[config.mk]
export PLATFORM = sky130hd
export DESIGN_NAME = dds_sine_multi
export DESIGN_NICKNAME = d
export VERILOG_FILES = /design/src/rtl/dds_pkg.sv /design/src/rtl/quarter_sine_rom.sv /design/src/rtl/dds_sine_multi.sv
export SDC_FILE = /design/constraint.sdc
export NUM_CORES = 1
export LEC_CHECK = 0
export CORE_MARGIN = 10
export CORE_UTILIZATION = 60
export DETAILED_ROUTE_END_ITERATION = 16
export PLACE_DENSITY = 0.82
export SYNTH_ARGS = -nofsm -noshare
export SYNTH_HDL_FRONTEND = slang
export SYNTH_HIERARCHICAL = 1
export SYNTH_SLANG_ARGS = --single-unit
[constraint.sdc]
create_clock -name clk_i -period 6.8 [get_ports clk_i]
set_input_delay 1.36 -clock clk_i [delete_from_list [all_inputs] [get_ports clk_i]]
set_output_delay 1.36 -clock clk_i [all_outputs]
set_load 0.02 [all_outputs]
[src/rtl/dds_pkg.sv]
`default_nettype none
// ============================================================================
// Module   : dds_pkg
// Brief    : Shared types, quadrant-decode constants and quarter-wave ROM
//            entry generator for the multi-channel DDS sine generator.
// Revision : 1.0 - initial release
// ============================================================================
package dds_pkg;

  // Widths the shared structs are built with; the top-level defaults track these.
  localparam int DDS_ACC_SIZE      = 24;
  localparam int DDS_CH_SIZE       = 2;
  localparam int DDS_LUT_ADDR_SIZE = 8;

  localparam real DDS_PI = 3.14159265358979323846;

  // Quadrant decode: bit 0 of the quadrant mirrors the ROM address,
  // bit 1 selects the negative half of the period.
  localparam int QUAD_MIRROR_BIT = 0;
  localparam int QUAD_NEG_BIT    = 1;

  // Runtime-programmable per-channel configuration.
  typedef struct packed {
    logic [DDS_ACC_SIZE-1:0] step;
    logic [DDS_ACC_SIZE-1:0] phase;
  } ch_cfg_t;

  // Issue stage: top bits of the summed phase for the issued channel.
  typedef struct packed {
    logic                         valid;
    logic [DDS_CH_SIZE-1:0]       ch;
    logic [DDS_LUT_ADDR_SIZE+1:0] pbits;
  } issue_stage_t;

  // Fold stage: quarter-wave ROM address plus sign of the result.
  typedef struct packed {
    logic                         valid;
    logic [DDS_CH_SIZE-1:0]       ch;
    logic [DDS_LUT_ADDR_SIZE-1:0] addr;
    logic                         neg;
  } fold_stage_t;

  // ROM stage: sideband travelling alongside the registered ROM read.
  typedef struct packed {
    logic                   valid;
    logic [DDS_CH_SIZE-1:0] ch;
    logic                   neg;
  } rom_stage_t;

  // Entry j = round(A * sin(pi/2 * (j + 0.5) / 2^L)), A = 2^(S-1) - 1.
  // Evaluated only with constant arguments while the ROM is elaborated.
  function automatic int rom_entry(input int j, input int sine_size, input int lut_addr_size);
    real amp;
    real x;
    amp = real'((1 << (sine_size - 1)) - 1);
    x   = amp * $sin(DDS_PI / 2.0 * (real'(j) + 0.5) / real'(1 << lut_addr_size));
    return $rtoi(x + 0.5);
  endfunction

endpackage
`default_nettype wire

[src/rtl/quarter_sine_rom.sv]
`default_nettype none
// ============================================================================
// Module   : quarter_sine_rom
// Brief    : Quarter-wave sine ROM with a one-cycle registered read; contents
//            are generated at elaboration from dds_pkg::rom_entry.
// Revision : 1.0 - initial release
// ============================================================================
module quarter_sine_rom
  import dds_pkg::*;
#(
  parameter int SINE_SIZE     = 12,
  parameter int LUT_ADDR_SIZE = 8
) (
  input  logic                     clk_i,
  input  logic                     en_i,
  input  logic [LUT_ADDR_SIZE-1:0] addr_i,
  output logic [SINE_SIZE-1:0]     data_o
);

  localparam int DEPTH = 1 << LUT_ADDR_SIZE;

  logic [SINE_SIZE-1:0] rom_table [DEPTH];
  logic [SINE_SIZE-1:0] data_q;

  for (genvar j = 0; j < DEPTH; j++) begin : g_rom
    localparam int ENTRY = rom_entry(j, SINE_SIZE, LUT_ADDR_SIZE);
    assign rom_table[j] = ENTRY[SINE_SIZE-1:0];
  end

  // Registered read; holds its value while the pipeline is stalled.
  always_ff @(posedge clk_i) begin
    if (en_i) begin
      data_q <= rom_table[addr_i];
    end
  end

  assign data_o = data_q;

endmodule
`default_nettype wire

[src/rtl/dds_sine_multi.sv]
`default_nettype none
// ============================================================================
// Module   : dds_sine_multi
// Brief    : Time-multiplexed multi-channel DDS sine generator. Round-robin
//            issue of per-channel phase accumulators into a 4-stage
//            issue/fold/ROM/output pipeline with valid/ready output.
// Revision : 1.0 - initial release
// ============================================================================
module dds_sine_multi
  import dds_pkg::*;
#(
  parameter int NUM_CH        = 4,
  parameter int CH_SIZE       = DDS_CH_SIZE,
  parameter int SINE_SIZE     = 12,
  parameter int ACC_SIZE      = DDS_ACC_SIZE,
  parameter int LUT_ADDR_SIZE = DDS_LUT_ADDR_SIZE
) (
  input  logic                 clk_i,
  input  logic                 rst_ni,
  input  logic                 enable_i,
  input  logic                 cfg_valid_i,
  output logic                 cfg_ready_o,
  input  logic [CH_SIZE-1:0]   cfg_ch_i,
  input  logic [ACC_SIZE-1:0]  cfg_step_i,
  input  logic [ACC_SIZE-1:0]  cfg_phase_i,
  input  logic                 cfg_restart_i,
  output logic                 cfg_err_o,
  output logic                 out_valid_o,
  input  logic                 out_ready_i,
  output logic [CH_SIZE-1:0]   out_ch_o,
  output logic [SINE_SIZE-1:0] out_sample_o
);

  logic [ACC_SIZE-1:0]      acc_q [NUM_CH];
  ch_cfg_t                  cfg_q [NUM_CH];
  logic [CH_SIZE-1:0]       ch_ptr_q, ch_ptr_d;
  issue_stage_t             s1_q;
  fold_stage_t              s2_q;
  rom_stage_t               s3_q;
  logic                     out_valid_q;
  logic [CH_SIZE-1:0]       out_ch_q;
  logic [SINE_SIZE-1:0]     out_sample_q;
  logic                     cfg_err_q;

  logic                     stall;
  logic                     issue;
  logic                     cfg_hit;
  logic [ACC_SIZE-1:0]      phase_p;
  logic [1:0]               quad;
  logic [LUT_ADDR_SIZE-1:0] quad_k;
  logic [LUT_ADDR_SIZE-1:0] fold_addr;
  logic                     fold_neg;
  logic [SINE_SIZE-1:0]     rom_data;

  // A held output sample freezes every stage, so nothing is lost or duplicated.
  assign stall   = out_valid_q & ~out_ready_i;
  assign issue   = enable_i & ~stall;
  assign cfg_hit = cfg_valid_i & (int'(cfg_ch_i) < NUM_CH);

  assign phase_p  = acc_q[ch_ptr_q] + cfg_q[ch_ptr_q].phase;
  assign ch_ptr_d = (int'(ch_ptr_q) == NUM_CH - 1) ? '0 : ch_ptr_q + 1'b1;

  // Mirror the address in odd quadrants, negate in the second half-period.
  assign quad      = s1_q.pbits[LUT_ADDR_SIZE+1:LUT_ADDR_SIZE];
  assign quad_k    = s1_q.pbits[LUT_ADDR_SIZE-1:0];
  assign fold_addr = quad[QUAD_MIRROR_BIT] ? ~quad_k : quad_k;
  assign fold_neg  = quad[QUAD_NEG_BIT];

  quarter_sine_rom #(
    .SINE_SIZE     (SINE_SIZE),
    .LUT_ADDR_SIZE (LUT_ADDR_SIZE)
  ) u_rom (
    .clk_i  (clk_i),
    .en_i   (~stall),
    .addr_i (s2_q.addr),
    .data_o (rom_data)
  );

  // Per-channel accumulator and config; a restart write overrides the issue update.
  always_ff @(posedge clk_i or negedge rst_ni) begin
    if (!rst_ni) begin
      for (int c = 0; c < NUM_CH; c++) begin
        acc_q[c] <= '0;
        cfg_q[c] <= '0;
      end
    end else begin
      for (int c = 0; c < NUM_CH; c++) begin
        if (issue && int'(ch_ptr_q) == c) begin
          acc_q[c] <= acc_q[c] + cfg_q[c].step;
        end
        if (cfg_hit && int'(cfg_ch_i) == c) begin
          cfg_q[c].step  <= cfg_step_i;
          cfg_q[c].phase <= cfg_phase_i;
          if (cfg_restart_i) begin
            acc_q[c] <= '0;
          end
        end
      end
    end
  end

  // Round-robin channel pointer, advancing only on an actual issue.
  always_ff @(posedge clk_i or negedge rst_ni) begin
    if (!rst_ni) begin
      ch_ptr_q <= '0;
    end else if (issue) begin
      ch_ptr_q <= ch_ptr_d;
    end
  end

  // Issue -> fold -> ROM -> output pipeline; every stage holds during a stall.
  always_ff @(posedge clk_i or negedge rst_ni) begin
    if (!rst_ni) begin
      s1_q         <= '0;
      s2_q         <= '0;
      s3_q         <= '0;
      out_valid_q  <= 1'b0;
      out_ch_q     <= '0;
      out_sample_q <= '0;
    end else if (!stall) begin
      s1_q        <= '{valid: issue, ch: ch_ptr_q,
                       pbits: phase_p[ACC_SIZE-1 -: LUT_ADDR_SIZE+2]};
      s2_q        <= '{valid: s1_q.valid, ch: s1_q.ch, addr: fold_addr, neg: fold_neg};
      s3_q        <= '{valid: s2_q.valid, ch: s2_q.ch, neg: s2_q.neg};
      out_valid_q <= s3_q.valid;
      if (s3_q.valid) begin
        out_ch_q     <= s3_q.ch;
        out_sample_q <= s3_q.neg ? -rom_data : rom_data;
      end
    end
  end

  // Out-of-range write target is flagged for exactly one cycle.
  always_ff @(posedge clk_i or negedge rst_ni) begin
    if (!rst_ni) begin
      cfg_err_q <= 1'b0;
    end else begin
      cfg_err_q <= cfg_valid_i & ~cfg_hit;
    end
  end

  assign cfg_ready_o  = 1'b1;
  assign cfg_err_o    = cfg_err_q;
  assign out_valid_o  = out_valid_q;
  assign out_ch_o     = out_ch_q;
  assign out_sample_o = out_sample_q;

endmodule
`default_nettype wire

# --- Yosys cells after proc, flatten, opt, wreduce, memory -nomap -nowiden ---
# Memories as Yosys holds them, arrays and structs flattened. A register that Yosys moved wholly into a read port is not among the register bits.
# Index checks and enable logic that the tools add are counted.
totals:
  regBits: 334
  romBits: 3072
  input_bits: 56
  out_inout_bits: 17
  elab_cells: 81
  n_memories: 1
memory_table:
  columns: ["name", "words", "word_bits", "read_ports", "rd_clocked_by_memory_dff", "write_ports", "line", "rtl"]
  rows:
  - ["(no name shown)", 256, 12, 1, 1, 0, "quarter_sine_rom.sv:33", "data_q <= rom_table[addr_i];"]
classes:
  n_addsub: 7
  n_lt_le_gt_ge: 1
  eq_ne: 6
  mux: 21
  bitwise: 7
  n_reduce_logical: 12
ops:
  columns: ["operator", "n"]
  rows:
  - ["$mux 24", 16]
  - ["$add 24x24->24", 5]
  - ["$bmux 48 s2", 1]
  - ["$bmux 24 s2", 1]
  - ["$mux 12", 1]
  - ["$neg 12->12", 1]
  - ["$not 8->9", 1]
  - ["$eq 2x2->1 const B", 4]
  - ["$logic_and 1x1->1", 8]
  - ["$mux 8", 1]
  - ["$not 8->8", 1]
  - ["$eq 2x1->1 const B", 2]
  - ["$logic_not 2->1", 2]
  - ["$ge 3x3->1 const B", 1]
  - ["$not 2->3", 1]
  - ["$add 2x1->2 const B", 1]
  - ["$and 1x1->1", 2]
  - ["$mux 2", 1]
  - ["$not 1->1", 2]
  - ["$reduce_and 2->1", 1]
  - ["$logic_not 1->1", 1]

# --- Depth between registers and ports, before layout ---
# Gate-level depths: netlist (run 1).
logic_depth:
  ltp_word: 8
  mapped_depth: 12
  mapped_depth_nobuf: 10

# --- By module ---
# Netlist (run 1), hierarchy kept.
by_module_without_submodules:
  columns: ["mod", "n_inst", "cells_each", "area_per_inst_um2", "seq_area_each_um2"]
  rows:
  - ["dds_sine_multi", 1, 1870, 19179.6, 8358.0]
  - ["quarter_sine_rom", 1, 508, 3408.3, 330.3]

# --- Worst setup path after synthesis (run 1) ---
# No wires, ideal clock.
synth_timing:
  path_kind: "register to register"
  from: "register ch_ptr_q[0]"
  to: "register s1_q, in the netlist quad_k[5]"
  setup_ps: 158
  arrival_ps: 4093
  required_time_ps: 6642
  setup_slack_ps: 2550
  stages_incl_launch_ff: 13
  n_path_buf: 2
  synth_period_minus_slack_ps: 4250
  path_cell_list: "dfrtp_1 -> clkbuf_1 -> buf_1 -> mux4_2 -> ha_1 -> a21o_1 -> a221o_1 -> a21o_1 -> a221o_1 -> a2111o_1 -> a21oi_2 -> xor2_1 -> a21oi_1"
synth_between:
  elab_chain_cells: 5
  word_cells_on_any_way: 8
  cone_classes: "1 x add/sub; 6 x mux; 1 x bitwise"
synth_rtl:
  columns: ["element", "line", "rtl"]
  rows:
  - ["start, declared", "dds_sine_multi.sv:36", "logic [CH_SIZE-1:0] ch_ptr_q, ch_ptr_d;"]
  - ["start signal, assigned", "dds_sine_multi.sv:107", "ch_ptr_q <= ch_ptr_d;"]
  - ["$not 2->3 (not written as such) *", "dds_sine_multi.sv:60", "assign phase_p = acc_q[ch_ptr_q] + cfg_q[ch_ptr_q].phase;"]
  - ["$bmux 24 s2 / $bmux 48 s2 (equally long branches)", "dds_sine_multi.sv:60", null]
  - ["$mux 24 (not written as such) (2 in a row)", "dds_sine_multi.sv:60", null]
  - ["$add 24x24->24 *", "dds_sine_multi.sv:60", null]
  - ["end signal, assigned", "dds_sine_multi.sv:121", "s1_q <= '{valid: issue, ch: ch_ptr_q,"]
  - ["end, declared", "dds_sine_multi.sv:37", "issue_stage_t s1_q;"]
# Mark *: on every way between the ends. The rest lies on a longest branch, timed or not. The select of a mux whose other input is x is not followed.
# A chain may end at the register's enable or synchronous reset.

# --- Worst setup path after layout (run 1) ---
# Same ends and word-level chain as after synthesis.

==> results by group, run 1 <==
Logic synthesis
  – Fraction of registers with async set/reset: 96.8%
  – Synth Instances: 2378
  – Avg Inst Size Synth: 9.50 µm²
  – Cell Area, Synth: 22600 µm²
  – Netlist cell types: 91
  – Post-synth EDFFs: 11
  – Seq/Total Area, Yosys: 38.5%
  – Synthesis Warnings: 6
  – Ys flop type: dfrtp_1
  – Post-Syn Nets: 2571
  – Synthesized flop and latch total: 345

Critical path
  – Reg2reg setup slack: 2.43 ns
  – Worst Setup End Kind: flip-flop
  – Setup Crit Path Kind: reg2reg
  – Worst reg2reg path endpoint: quad_k[5]$_DFFE_PN0N_
  – Critical path required time: 7.23 ns
  – Reg2Reg Launch Point: ch_ptr_q[0]$_DFFE_PN0P_
  – Crit path launch type: flip-flop
  – R2R depth: 11
  – Crit path DAT: 4.80 ns
  – Crit-path max FO: 31

Cells and area
  – Share of cells above drive strength 1: 13.3%
  – Final #Nets: 2564
  – Syn-to-layout area delta: 9.47%
  – FF/Latch Area: 8700 µm²
  – # fillers: 2895
  – Final core occ: 66.1%
  – Multi-input gate area: 13100 µm²
  – Most frequent cells in the layout: 408 x nand2_1, 329 x dfrtp_1, 181 x a21oi_1
  – Commonest non-fill, non-tap cell in the layout: nand2_1

Clock tree
  – Setup bufs post-CTS: 0
  – Clock latency at the later pin of the worst-skew pair: 0.57 ns
  – CTS root buf: clkbuf_16
  – Post-cts sizing count: 0
  – Hold buffers post-CTS: 0
  – Htree depth: 2
  – CTS Buffer Depth: 3
  – CTS tree: built
  – Clock buffer count from CTS: 38
  – Clock Sinks: 345
  – CTS clock-pin slew for the worst setup and hold paths: 0.06 ns

Run status
  – Outcome: finished clean

Route
  – WL/cell: 22.5 µm
  – Via density: 6.58
  – DRT iter0 DRCs: 1697
  – Routed Antenna Nets: 0
  – Routed WL: 65400 µm
  – # DRC: 0
  – First-pass DRT Iterations: 8
  – Via count: 19161

Placed design
  – PortBufs: 70
  – DP Wirelength: 46000 µm
  – Final Wtd Congestion: 0.984

Global routing
  – First-pass GRT wire length: 104000 µm
  – Grt total ovfl: 0
  – Vias in the first global route: 19206
  – Most Crowded Layer GR: met2
  – Met1 Track Usage GR: 35.2%
  – Largest net degree at the start of global routing: 170
  – Met2 track demand over resource: 46.0%
  – Gr usage total: 28.0%
  – M3 GR Usage: 4.51%
  – Antenna violations before repair: 1

Die
  – Die X: 214 µm
  – Die area: 45800 µm²
  – Starting Density: 60.4%
  – # rows: 71
  – DIE HEIGHT: 214 µm
  – Core Footprint: 37400 µm²
  – Io pins: 73

Power
  – Pleak: 10.9 nW
  – Clock Power Share: 16.1%
  – Net Sw Power: 5.79 mW
  – Pwr Density: 513 nW/µm²
  – Gate power share: 56.7%
  – Worst vdd ir: 245 µV
  – Sequential power share: 27.2%
  – Pint: 6.91 mW
  – Switching share of power: 45.6%

Worst hold path
  – Hold path start: s3_q[1]$_DFFE_PN0N_
  – Hold WC Path Type: reg2reg
  – Hold endpoint: s3_q[1]$_DFFE_PN0N_
  – Min-Delay Path Depth: 2

STA
  – Setup TNS: 0 ns
  – Max-slew violation count: 0
  – Fin crit period: 4.37 ns
  – Maximum clock frequency: 229 MHz
  – Fin. Hold Viols: 0
  – Max transition margin: 20.5%
  – Worst-Margin Slew: 1.19 ns
  – Clk_skew: 0.0166 ns
  – RSZ-0062 raised after global routing: false
  – Setup violations, final: 0
  – Period utilization: 64.3%

Run
  – Maxcap violations: 0
==> per-layer routing <==
metal / up-vias / wire length (µm) / part of all wire [%]
li1: 8650 / - / -
met1: 9444 / 25900 / 40
met2: 862 / 31300 / 48
met3: 205 / 5090 / 7.8
met4: 0 / 3170 / 4.8
met5: - / 0 / 0
==> power by group through the flow <==
stage                     combinational (mW)  clock [mW]  sequential, mW
final                                   7.20        2.04            3.46
after global routing                    7.83        2.14            3.53
after CTS                               7.02        2.07            3.44
after floorplan                         5.44           0            3.14
after global placement                  6.78           0            3.43
after detailed placement                6.97           0            3.47
==> cell usage after synthesis (28+ instances only) <==
cell | count | share of area (%)
a211oi_1 | 35 | 1.2
mux2_2 | 149 | 7.4
clkbuf_1 | 81 | 1.3
a21o_1 | 50 | 1.7
nor2_1 | 129 | 2.1
o21ai_0 | 124 | 2.7
inv_1 | 43 | 0.71
mux4_2 | 48 | 4.8
nor3_1 | 45 | 1.0
a31oi_1 | 29 | 0.80
xnor2_1 | 63 | 2.4
dfrtp_1 | 334 | 37
nand2b_1 | 28 | 0.78
ha_1 | 133 | 7.4
xor2_1 | 33 | 1.3
nand3_1 | 38 | 0.84
a21oi_1 | 181 | 4.0
nand2_1 | 408 | 6.8
==> kinds of logic (layout without fill, tap and decap cells) <==
group	Yosys count	after routing	share of synthesized area (%)
buf+inv	188	208	3.72
mux	208	208	12.7
simple gates	776	776	15.4
xor+xnor	97	97	3.79
other cells	3	4	0.0498
flops	345	345	38.5
compound gates	623	623	18.1
fa+ha+maj	138	138	7.77
==> state kept, by name (all words and copies together), names as in the netlist <==
name,cells
fold_neg,1
u_rom/data_o,11
out_ch_o,2
cfg_q,192
quad,1
s2_q,12
quad_k,8
out_sample_o,12
out_valid_o,1
acc_q,96
ch_ptr_q,2
s1_q,3
s3_q,4
==> critical path, cell delays in order, from the launching register on <==
cell and delay, ns:
dfrtp_4 0.84, buf_4 0.48, mux4_2 0.58, ha_1 0.30
and3_1 0.19, a221o_1 0.32, a21o_1 0.22, a221o_1 0.44
a2111o_1 0.44, a21oi_2 0.16, xor2_1 0.15, a21oi_1 0.08
==> worst max-delay path by stage <==
stage | from | endpoint | slack [ns] | depth (start not counted)
after detailed placement | out_ready_i | acc_q[47]$_DFF_PN0_ | 2.32 | 10
after floorplan | ch_ptr_q[0]$_DFFE_PN0P_ | quad_k[5]$_DFFE_PN0N_ | 2.55 | 12
after CTS | ch_ptr_q[0]$_DFFE_PN0P_ | quad_k[5]$_DFFE_PN0N_ | 2.39 | 11
after global placement | out_ready_i | acc_q[47]$_DFF_PN0_ | 2.35 | 10
after global routing | ch_ptr_q[0]$_DFFE_PN0P_ | quad_k[5]$_DFFE_PN0N_ | 2.24 | 11
final | ch_ptr_q[0]$_DFFE_PN0P_ | quad_k[5]$_DFFE_PN0N_ | 2.43 | 11
==> through the flow <==
step | hold WS (ns) | worst slack, ns | power [mW] | instances | instance area (µm²)
after floorplan | 0.433 | 2.55 | 8.59 | 2378 | 22600
after global placement | 0.450 | 2.35 | 10.2 | 2842 | 23500
after detailed placement | 0.459 | 2.32 | 10.4 | 2842 | 23500
after CTS | 0.472 | 2.39 | 12.5 | 2909 | 24700
after global routing | 0.489 | 2.24 | 13.5 | 2909 | 24700
final | 0.470 | 2.43 | 12.7 | 2910 | 24700
==> cell type report <==
| cell class | instances | area share, % |
|---|---|---|
| Multi-Input combinational cell | 1845 | 52.9 |
| Sequential cell | 345 | 35.2 |
| Antenna cell | 1 | 0.0101 |
| Clock buffer | 54 | 4.38 |
| Timing Repair Buffer | 98 | 3.75 |
| Inverter | 43 | 0.653 |
| Tap cell | 511 | 2.59 |
| Clock inverter | 13 | 0.567 |
No activity file was read; power rests on OpenSTA's default activity.
==> run 2: changes to the inputs <==
- CORE_UTILIZATION: 60 -> 57
- clock period: 6.8 -> 4 ns (I/O delays scaled with it)
==> results by group, run 2 (same netlist as run 1, synthesis figures left out) <==
Cells and area
  – Final instance area: 25100 µm² (+1.5%)
  – Top flop regs: cfg_q (192), acc_q (96)
  – Syn-to-layout area delta: 11.1%
  – Antenna Cells: 0 (-1)
  – Share of cells above drive strength 1: 14.6% (+1.3 points)
  – Most frequent cells in the layout: 408 x nand2_1, 329 x dfrtp_1, 181 x a21oi_1
  – Max FFs per register: 192 (unchanged)
  – Commonest non-fill, non-tap cell in the layout: nand2_1
  – Final #Nets: 2594 (+1.2%)
  – Top reg by flops: cfg_q

Power
  – Clock Power Share: 16.7% (+0.6 points)
  – Gate power share: 56.8% (about the same)
  – Pwr Density: 884 nW/µm² (+72%)
  – Post-route total power: 22.2 mW (+75%)
  – Switching share of power: 45.5% (-0.11 points)
  – Sequential power share: 26.5% (-0.7 points)
  – Pleak: 11.1 nW (+2.0%)
  – Pint: 12.1 mW (+75%)
  – Net Sw Power: 10.1 mW (+74%)
  – Worst vdd ir: 551 µV (+120%)

Global routing
  – Grt total ovfl: 0 (unchanged)
  – Met1 Track Usage GR: 34.2% (-0.97 points)
  – Most Crowded Layer GR: met2
  – Vias in the first global route: 19309 (+0.54%)
  – Met2 track demand over resource: 46.1% (about the same)
  – First-pass GRT wire length: 107000 µm (+2.7%)
  – M3 GR Usage: 6.05% (+1.5 points)
  – Largest net degree at the start of global routing: 106 (-38%)
  – Gr usage total: 28.2% (+0.26 points)
  – Antenna violations before repair: 0 (-1)

Route
  – # DRC: 0 (unchanged)
  – Routed WL: 69000 µm (+5.4%)
  – First-pass DRT Iterations: 6 (-2)
  – DRT iter0 DRCs: 2357 (+39%)
  – Routed Antenna Nets: 0 (unchanged)
  – Via count: 19491 (+1.7%)
  – WL/cell: 23.4 µm (+4.0%)
  – Via density: 6.61 (+0.38%)

Clock tree
  – Hold buffers post-CTS: 0 (unchanged)
  – Clock latency at the later pin of the worst-skew pair: 0.58 ns (about the same)
  – Post-cts sizing count: 0 (unchanged)
  – CTS Buffer Depth: 3 (unchanged)
  – Htree depth: 2 (unchanged)
  – CTS root buf: clkbuf_16
  – Clock Sinks: 345 (unchanged)
  – Clock buffer count from CTS: 38 (unchanged)
  – CTS tree: built
  – Setup bufs post-CTS: 0 (unchanged)
  – CTS clock-pin slew for the worst setup and hold paths: 0.06 ns (about the same)

Run
  – Maxcap violations: 0 (unchanged)

STA
  – Period utilization: 93.2% (+29 points)
  – Maximum clock frequency: 268 MHz (+17%)
  – Fin. Hold Viols: 0 (unchanged)
  – Worst-Margin Slew: 1.11 ns (-0.0801 ns)
  – Fin crit period: 3.73 ns (-0.645 ns)
  – Clk_skew: 0.0243 ns (+0.00778 ns)
  – Setup TNS: 0 ns (unchanged)
  – Setup violations, final: 0 (unchanged)
  – Max-slew violation count: 0 (unchanged)
  – Max transition margin: 25.6% (+5.1 points)
  – RSZ-0062 raised after global routing: false

Die
  – Starting Density: 58.0% (-2.4 points)
  – Die area: 48000 µm² (+4.8%)
  – Io pins: 73 (unchanged)
  – # rows: 72 (+1.4%)
  – Core Footprint: 38900 µm² (+4.1%)
  – DIE HEIGHT: 219 µm (+2.4%)
  – Die X: 219 µm (+2.4%)

Critical path
  – Worst Setup End Kind: flip-flop
  – Slowest cell delay on critical path: 0.57 ns (-0.27 ns)
  – Setup Crit Path Kind: reg2reg
  – Crit-path max FO: 11 (-65%)
  – Critical path required time: 4.44 ns (-2.79 ns)
  – Crit path launch type: flip-flop
  – Crit path DAT: 4.17 ns (-0.63 ns)
  – CP cell instances: buf_4 > mux4_2 > ha_1 > a2111oi_0 > o211ai_1 > a221o_1 > a2111o_1 > a21oi_2 > xor2_1 > a21oi_1
  – Slowest CP cell: dfrtp_4

Placed design
  – DP Wirelength: 49200 µm (+6.9%)
  – PortBufs: 70 (unchanged)
  – Final Wtd Congestion: 0.992 (+0.79%)
  – Placed Instance Area: 23800 µm² (+1.1%)

Worst hold path
  – Hold WC Path Type: in2async

Run status
  – Outcome: finished clean
run 2: final timing paths:
| check | cells after the start | slack (ns) | to | startpoint |
|---|---|---|---|---|
| worst max-delay path | 10 | 0.27 | quad_k[5]$_DFFE_PN0N_ | ch_ptr_q[0]$_DFFE_PN0P_ |
| worst min-delay path | 1 | 0.27 | cfg_q[51]$_DFFE_PN0P_ | rst_ni |
| worst max register to register | 10 | 0.27 | quad_k[5]$_DFFE_PN0N_ | ch_ptr_q[0]$_DFFE_PN0P_ |
| worst min register to register | 2 | 0.47 | s3_q[1]$_DFFE_PN0N_ | s3_q[1]$_DFFE_PN0N_ |
| max in group asynchronous | 2 | 2.74 | cfg_q[71]$_DFFE_PN0P_ | rst_ni |
| min in group clk_i | 2 | 0.47 | s3_q[1]$_DFFE_PN0N_ | s3_q[1]$_DFFE_PN0N_ |
run 2: cell type report:
class	instances	area [µm²]
fill	3002	13800
multi-input combinational	1845	13100
sequential	345	8700
timing repair buffer	128	1190
clock buffer	54	1110
tap	518	648
clock inverter	16	206
inverter	43	161
run 2: power by group through the flow:
stage | Combinational (mW) | Clock [mW] | Sequential (mW)
5_1_grt | 13.7 | 3.87 | 6.00
3_5_place_dp | 12.2 | 0 | 5.90
3_3_place_gp | 11.8 | 0 | 5.85
4_1_cts | 12.3 | 3.74 | 5.84
2_1_floorplan | 9.26 | 0 | 5.35
6_report | 12.6 | 3.70 | 5.89
run 2: per-stage QoR:
step           utilization (%)  hold slack, ns  instances  setup slack (ns)
3_5_place_dp              61.1           0.461       2879             0.287
2_1_floorplan                -           0.433       2378             0.193
4_1_cts                   64.5           0.288       2949             0.283
3_3_place_gp              61.1           0.449       2879             0.297
5_1_grt                   64.5           0.321       2949             0.140
6_report                  64.5           0.269       2949             0.271
run 2: routing by layer:
metal  part of all wire, %  up-vias
met2                    47     1046
met5                     0        -
met1                    38     9483
met3                   9.4      257
met4                   5.6        0
li1                      -     8705
run 2: critical path: cells and delay by family (launching register included):
family	cells	cell delay, ns
AO/OA/AOI/OAI	6	1.68
XOR/XNOR	1	0.16
adder cells (fa/ha/maj)	1	0.36
buffers and inverters	1	0.29
flip-flops	1	0.57
multiplexers	1	0.54
